`config.mk`:
```
export PLATFORM = sky130hd
export DESIGN_NAME = mem_access_unit
export DESIGN_NICKNAME = d
export VERILOG_FILES = /design/src/rtl/mem_pkg.sv /design/src/rtl/byte_merge.sv /design/src/rtl/mem_access_unit.sv
export SDC_FILE = /design/constraint.sdc
export NUM_CORES = 1
export LEC_CHECK = 0
export ABC_AREA = 1
export CORE_MARGIN = 2
export CORE_UTILIZATION = 55
export CTS_BUF_LIST = sky130_fd_sc_hd__clkbuf_8 sky130_fd_sc_hd__clkbuf_16
export DETAILED_ROUTE_END_ITERATION = 10
export PLACE_DENSITY = 0.94
export SLEW_MARGIN = 20
export SYNTH_ARGS = -nofsm -noshare
export SYNTH_HDL_FRONTEND = slang
export SYNTH_SLANG_ARGS = --single-unit
```
`constraint.sdc`:
```
create_clock -name clk -period 25.9 [get_ports clk]
set_input_delay 5.18 -clock clk [delete_from_list [all_inputs] [get_ports clk]]
set_output_delay 5.18 -clock clk [all_outputs]
set_load 0.01 [all_outputs]
```
`src/rtl/mem_pkg.sv`:
```
// mem_pkg: shared types for the load/store sequencer and its merge helper.
//   mem_size_t  : access size code, same encoding the extension stage decodes
//   mem_state_t : sequencer FSM states
//   align_off() : byte offset inside the doubleword, forced to natural alignment
package mem_pkg;

   localparam int DWORD_BYTES = 8;

   typedef enum logic [1:0] {
      SZ_D = 2'b00,
      SZ_W = 2'b01,
      SZ_H = 2'b10,
      SZ_B = 2'b11
   } mem_size_t;

   typedef enum logic [2:0] {
      ST_IDLE  = 3'd0,
      ST_RD    = 3'd1,
      ST_MERGE = 3'd2,
      ST_WR    = 3'd3,
      ST_DONE  = 3'd4
   } mem_state_t;

   // Low address bits below the access size are dropped, so a misaligned
   // request lands on the naturally aligned field containing it.
   function automatic logic [2:0] align_off(input logic [2:0] addr_lo, input mem_size_t size);
      logic [2:0] off;
      case (size)
         SZ_D:    off = 3'b000;
         SZ_W:    off = {addr_lo[2], 2'b00};
         SZ_H:    off = {addr_lo[2:1], 1'b0};
         default: off = addr_lo;
      endcase
      return off;
   endfunction

endpackage

```
`src/rtl/byte_merge.sv`:
```
// byte_merge: combinational insert of a store field into a doubleword.
//   i_dword  : doubleword read back from memory
//   i_field  : store data, field right-aligned in the low bits (upper bits ignored)
//   i_off    : byte offset of the field, already naturally aligned
//   i_size   : field size code (dword/word/half/byte)
//   o_merged : i_dword with bytes [i_off .. i_off+N-1] replaced by the field
module byte_merge
   import mem_pkg::*;
(
   input  logic [DWORD_BYTES*8-1:0] i_dword,
   input  logic [DWORD_BYTES*8-1:0] i_field,
   input  logic [2:0]               i_off,
   input  mem_size_t                i_size,
   output logic [DWORD_BYTES*8-1:0] o_merged
);

   logic [DWORD_BYTES*8-1:0] w_mask;
   logic [5:0]               w_shift;

   always_comb begin
      w_mask = '0;
      case (i_size)
         SZ_D:    w_mask = '1;
         SZ_W:    w_mask = 64'h0000_0000_FFFF_FFFF;
         SZ_H:    w_mask = 64'h0000_0000_0000_FFFF;
         default: w_mask = 64'h0000_0000_0000_00FF;
      endcase
   end

   assign w_shift  = {i_off, 3'b000};
   assign o_merged = (i_dword & ~(w_mask << w_shift)) | ((i_field & w_mask) << w_shift);

endmodule

```
`src/rtl/mem_access_unit.sv`:
```
// mem_access_unit: multi-cycle load/store sequencer in front of the 64-bit
// data memory. Loads fetch the aligned doubleword and right-align the field;
// sub-doubleword stores do read-modify-write; sd writes directly.
//
// Ports:
//   clk, reset            clock, asynchronous active-high reset
//   req_valid/req_ready   request handshake (ready only when idle)
//   req_we, req_size      0=load/1=store, size code (00 d, 01 w, 10 h, 11 b)
//   req_addr, req_wdata   byte address, store field in low bits
//   mem_addr              doubleword-aligned memory address
//   mem_rd, mem_wr        strobes, held until mem_ready
//   mem_wdata, mem_rdata  memory write / read data
//   mem_ready             memory completes the current strobe this cycle
//   load_data, load_type  right-aligned raw load field and its size code
//   misalign              misaligned-request flag (only with MISALIGN_TRAP_EN)
//   done                  one-cycle completion pulse
//
// Build option: define MISALIGN_TRAP_EN to trap misaligned requests (no memory
// access, misalign=1 in the DONE cycle). Without it low address bits are
// forced to natural alignment.
//
// state | meaning
// IDLE  | waiting for a request, req_ready=1
// RD    | mem_rd held until mem_ready, read data captured
// MERGE | store field merged into the captured doubleword
// WR    | mem_wr held until mem_ready
// DONE  | done pulse, back to IDLE
module mem_access_unit
   import mem_pkg::*;
#(
   parameter int DATA_W = 64,
   parameter int ADDR_W = 64
) (
   input  logic              clk,
   input  logic              reset,
   input  logic              req_valid,
   output logic              req_ready,
   input  logic              req_we,
   input  logic [1:0]        req_size,
   input  logic [ADDR_W-1:0] req_addr,
   input  logic [DATA_W-1:0] req_wdata,
   output logic [ADDR_W-1:0] mem_addr,
   output logic              mem_rd,
   output logic              mem_wr,
   output logic [DATA_W-1:0] mem_wdata,
   input  logic [DATA_W-1:0] mem_rdata,
   input  logic              mem_ready,
   output logic [DATA_W-1:0] load_data,
   output logic [1:0]        load_type,
`ifdef MISALIGN_TRAP_EN
   output logic              misalign,
`endif
   output logic              done
);

   mem_state_t        r_state;
   mem_size_t         r_size;
   logic              r_we;
   logic [2:0]        r_off;
   logic [DATA_W-1:0] r_wdata;
   logic [DATA_W-1:0] r_rdata;
   logic [ADDR_W-1:0] r_mem_addr;
   logic [DATA_W-1:0] r_mem_wdata;
   logic [DATA_W-1:0] r_load_data;
   logic [1:0]        r_load_type;

   mem_size_t         w_req_size;
   logic [2:0]        w_req_off;
   logic [DATA_W-1:0] w_merged;
   logic              w_trap;

   assign w_req_size = mem_size_t'(req_size);
   assign w_req_off  = align_off(req_addr[2:0], w_req_size);

`ifdef MISALIGN_TRAP_EN
   logic r_misalign;
   assign w_trap   = (w_req_off != req_addr[2:0]);
   assign misalign = r_misalign & (r_state == ST_DONE);
`else
   assign w_trap   = 1'b0;
`endif

   byte_merge u_byte_merge (
      .i_dword  (r_rdata),
      .i_field  (r_wdata),
      .i_off    (r_off),
      .i_size   (r_size),
      .o_merged (w_merged)
   );

   always_ff @(posedge clk or posedge reset) begin
      if (reset) begin
         r_state     <= ST_IDLE;
         r_size      <= SZ_D;
         r_we        <= 1'b0;
         r_off       <= 3'b000;
         r_wdata     <= '0;
         r_rdata     <= '0;
         r_mem_addr  <= '0;
         r_mem_wdata <= '0;
         r_load_data <= '0;
         r_load_type <= 2'b00;
      end else begin
         case (r_state)
            ST_IDLE: begin
               if (req_valid) begin
                  r_size     <= w_req_size;
                  r_we       <= req_we;
                  r_off      <= w_req_off;
                  r_wdata    <= req_wdata;
                  r_mem_addr <= {req_addr[ADDR_W-1:3], 3'b000};
                  if (w_trap) begin
                     r_state <= ST_DONE;
                  end else if (req_we && (w_req_size == SZ_D)) begin
                     r_mem_wdata <= req_wdata;
                     r_state     <= ST_WR;
                  end else begin
                     r_state <= ST_RD;
                  end
               end
            end
            ST_RD: begin
               if (mem_ready) begin
                  r_rdata <= mem_rdata;
                  if (r_we) begin
                     r_state <= ST_MERGE;
                  end else begin
                     r_load_data <= mem_rdata >> {r_off, 3'b000};
                     r_load_type <= r_size;
                     r_state     <= ST_DONE;
                  end
               end
            end
            ST_MERGE: begin
               r_mem_wdata <= w_merged;
               r_state     <= ST_WR;
            end
            ST_WR: begin
               if (mem_ready) begin
                  r_state <= ST_DONE;
               end
            end
            ST_DONE: r_state <= ST_IDLE;
            default: r_state <= ST_IDLE;
         endcase
      end
   end

`ifdef MISALIGN_TRAP_EN
   always_ff @(posedge clk or posedge reset) begin
      if (reset) begin
         r_misalign <= 1'b0;
      end else if (r_state == ST_IDLE && req_valid) begin
         r_misalign <= w_trap;
      end
   end
`endif

   // Strobes decode straight from state so an async reset drops them at once.
   assign req_ready = (r_state == ST_IDLE);
   assign mem_rd    = (r_state == ST_RD);
   assign mem_wr    = (r_state == ST_WR);
   assign done      = (r_state == ST_DONE);
   assign mem_addr  = r_mem_addr;
   assign mem_wdata = r_mem_wdata;
   assign load_data = r_load_data;
   assign load_type = r_load_type;

endmodule

```
==> impl_metrics.yaml <==
worst_setup_path:
  path_class: "in2async"
  path_common_cell: "buf_4"
  rr_worst_depth: 5
  crit_chain: "clkdlybuf4s50_1 > inv_8 > buf_4 > buf_4"
  path_buf_inv: 4
  cp.arrival_ns: 8.03
  path_max_fanout: 106
  required_ns: 26.41
  cp_slowest_cell: "buf_4"
  critPathLaunchType: "input port"
  critPathTopFamily: "buffers and inverters"
  setup.worst_path.end: "load_data[51]"
  rrSetupSlack_ns: 22.74
  cp.depth: 4
  cp-startpoint: "reset"
  regToRegEndpoint: "load_data[5]"
  end_kind: "asynchronous set/reset pin"
  reg2reg_from: "r_off[0]"
  worst_path_largest_cell_delay_ns: 0.86
layout:
  nets: 2699
  design_area_um2: 21900
  stdcell_count: 2922
  multi_input_area_um2: 7380
  fillers: 2300
  areaGrowthSynthToFinish_pct: 30.0
  final_util_pct: 72.0
  regArea_um2: 8210
  drive_above_1_share_pct: 4.91
timing:
  fin_crit_ns: 7.52
  relSlewSlack_pct: 34.3
  final.setup.tns_ns: 0
  finClkSkew_ns: 0.0166
  rsz0062_at_grt: "no"
  worst_pin_slew_ns: 0.985
  setup_slack_ns: 18.38
  hold_viol_final: 0
  setup_viol: 0
  maxSlewViolCount: 0
  clock.fmax_ghz: 0.133
  hold_ws_ns: 0.475
  period_share_pct: 29.0
detailed_routing:
  wl_um: 63800
  vias_per_cell: 6.04
  first_iter_violations: 2478
  drt_pass1_iterations: 6
  vias: 17700
  drc: 0
  wl_per_cell_um: 21.8
  postRouteAntennaNets: 0
logic_synthesis:
  synth-async-reset-ratio_pct: 100
  ys_top_cells_by_area: "dfrtp_1, nand2_1, o21ai_0"
  yosys_register_bits: 328
  synth_commonest_cells: "nand2_1, dfrtp_1, o21ai_0"
  yosys.area.top_type: "dfrtp_1"
  synth_cell_types: 39
  synth_edf_count: 0
  synthMuxAreaShare_pct: 1.54
  synthSimpleGateAreaFrac_pct: 27.6
  synth_top_family_by_area: "simple AND/OR/NAND/NOR gates"
  syn_area_um2: 16800
  synth_top_area_share_pct: 48.8
  synth_fa_ha_area_share_pct: 0
  synthXorXnorAreaFrac_pct: 0
  yosys_warnings: 0
  synth_cells: 2205
  ys.flop_type: "dfrtp_1"
  syn_avg_cell_area_um2: 7.62
  seq_area_frac_synth_pct: 48.8
  synth-compound-area-share_pct: 14.6
  yosys.cell_count.top_type: "nand2_1"
clock_tree:
  cts_resized: 0
  cts_buffers: 35
  clock_latency_ns: 0.53
  cts_tree: "yes"
  htreeDepth: 2
  root_buffer: "clkbuf_16"
  hold_buffers: 0
  clockBufferDepth: 3
  cts.sinks: 328
  postCtsSetupRepairBufs: 0
  clk_pin_slew_ns: 0.06
run_status:
  outcome: "complete, no violations"
grt:
  grt_pass1_vias: 16800
  grt.overflow.total: 0
  grt_max_degree: 126
  track_usage_pct: 39.3
  antenna_found_initial: 2
  grt_pass1_wl_um: 95100
floorplan:
  die_x_um: 179
  io_pins: 397
  dieHeight_um: 179
  rows: 64
  initial_core_util_pct: 55.4
  coreArea_um2: 30300
  dieArea_um2: 32000
worst_hold_path:
  hold_class: "reg2reg"
  hold_depth: 2
place:
  gp_congestion: 0.942
  place_ws_ns: 17.72
  place_inst: 2858
  hpwl_um: 45300
  placed_cell_area_um2: 20600
  numPortBuffers: 393
pwr:
  peakVddDrop_mv: 0.0922
  cellPowerDensity_nw_per_um2: 136
  power.static_leakage_nw: 10.3
  finalPower_mw: 2.97
flow_run:
  drv_cap: 0
## worst min path at each step
stage	end	slack, ns	startpoint
2_1_floorplan	r_wdata[57]	0.45	r_wdata[57]
3_3_place_gp	mem_addr[16]	0.45	mem_addr[16]
3_5_place_dp	mem_addr[32]	0.46	mem_addr[32]
4_1_cts	mem_addr[3]	0.48	mem_addr[3]
5_1_grt	mem_addr[40]	0.49	mem_addr[40]
6_report	mem_addr[40]	0.47	mem_addr[40]
## flip-flops by register name, indices dropped and copies added, names as in the netlist
name and count:
r_we 1, r_size 2, r_rdata 64, load_type 2, mem_wdata 64, r_state 3
load_data 64, mem_addr 61, r_off 3, r_wdata 64
## cells by family (layout without fill, tap and decap cells)
group	after synthesis	after routing
and+or+nand+nor	1129	1129
AOI/OAI and AO/OA	444	444
DFF	328	328
buffers and inverters	280	598
muxes	23	23
other	1	4
## cell usage in the layout, fill, tap and decap left out, drive strengths merged, types with 11 or more instances in the layout
master	count
nand2	834
clkdlybuf4s50	393
dfrtp	328
o21ai	265
nand3	218
inv	137
a21oi	90
nor2	52
o211ai	41
clkbuf	39
mux2	23
buf	20
a2bb2oi	16
a211oi	11
## power by group
group          internal, mW  switching, mW
registers             0.757          0.190
logic                 0.567          0.926
clock network         0.312          0.213
total                  1.64           1.33
## tightest hold or removal path: cells and delay by family (launching register included)
kind	cells	cell delay [ns]
simple gates	2	0.10
flops	1	0.34
## per-layer routing
| metal | vias to the layer above | GRT usage (%) | wire (um) |
|---|---|---|---|
| met2 | 1321 | 61.7 | 29100 |
| li1 | 7788 | - | - |
| met1 | 8280 | 50.5 | 23300 |
| met3 | 262 | 10.0 | 7610 |
| met4 | 0 | 19.9 | 3740 |
| met5 | - | 0 | 0 |
## cell type report
type,instances,share of cell area [%]
clock buffers,39,4.31
clock inverters,23,1.13
flip-flops and latches,328,37.6
repair buffers,413,18.8
well taps,396,2.27
multi-input cells,1599,33.8
diodes,1,0.0114
inverters,123,2.15
Power figures use the tool's default switching activity.
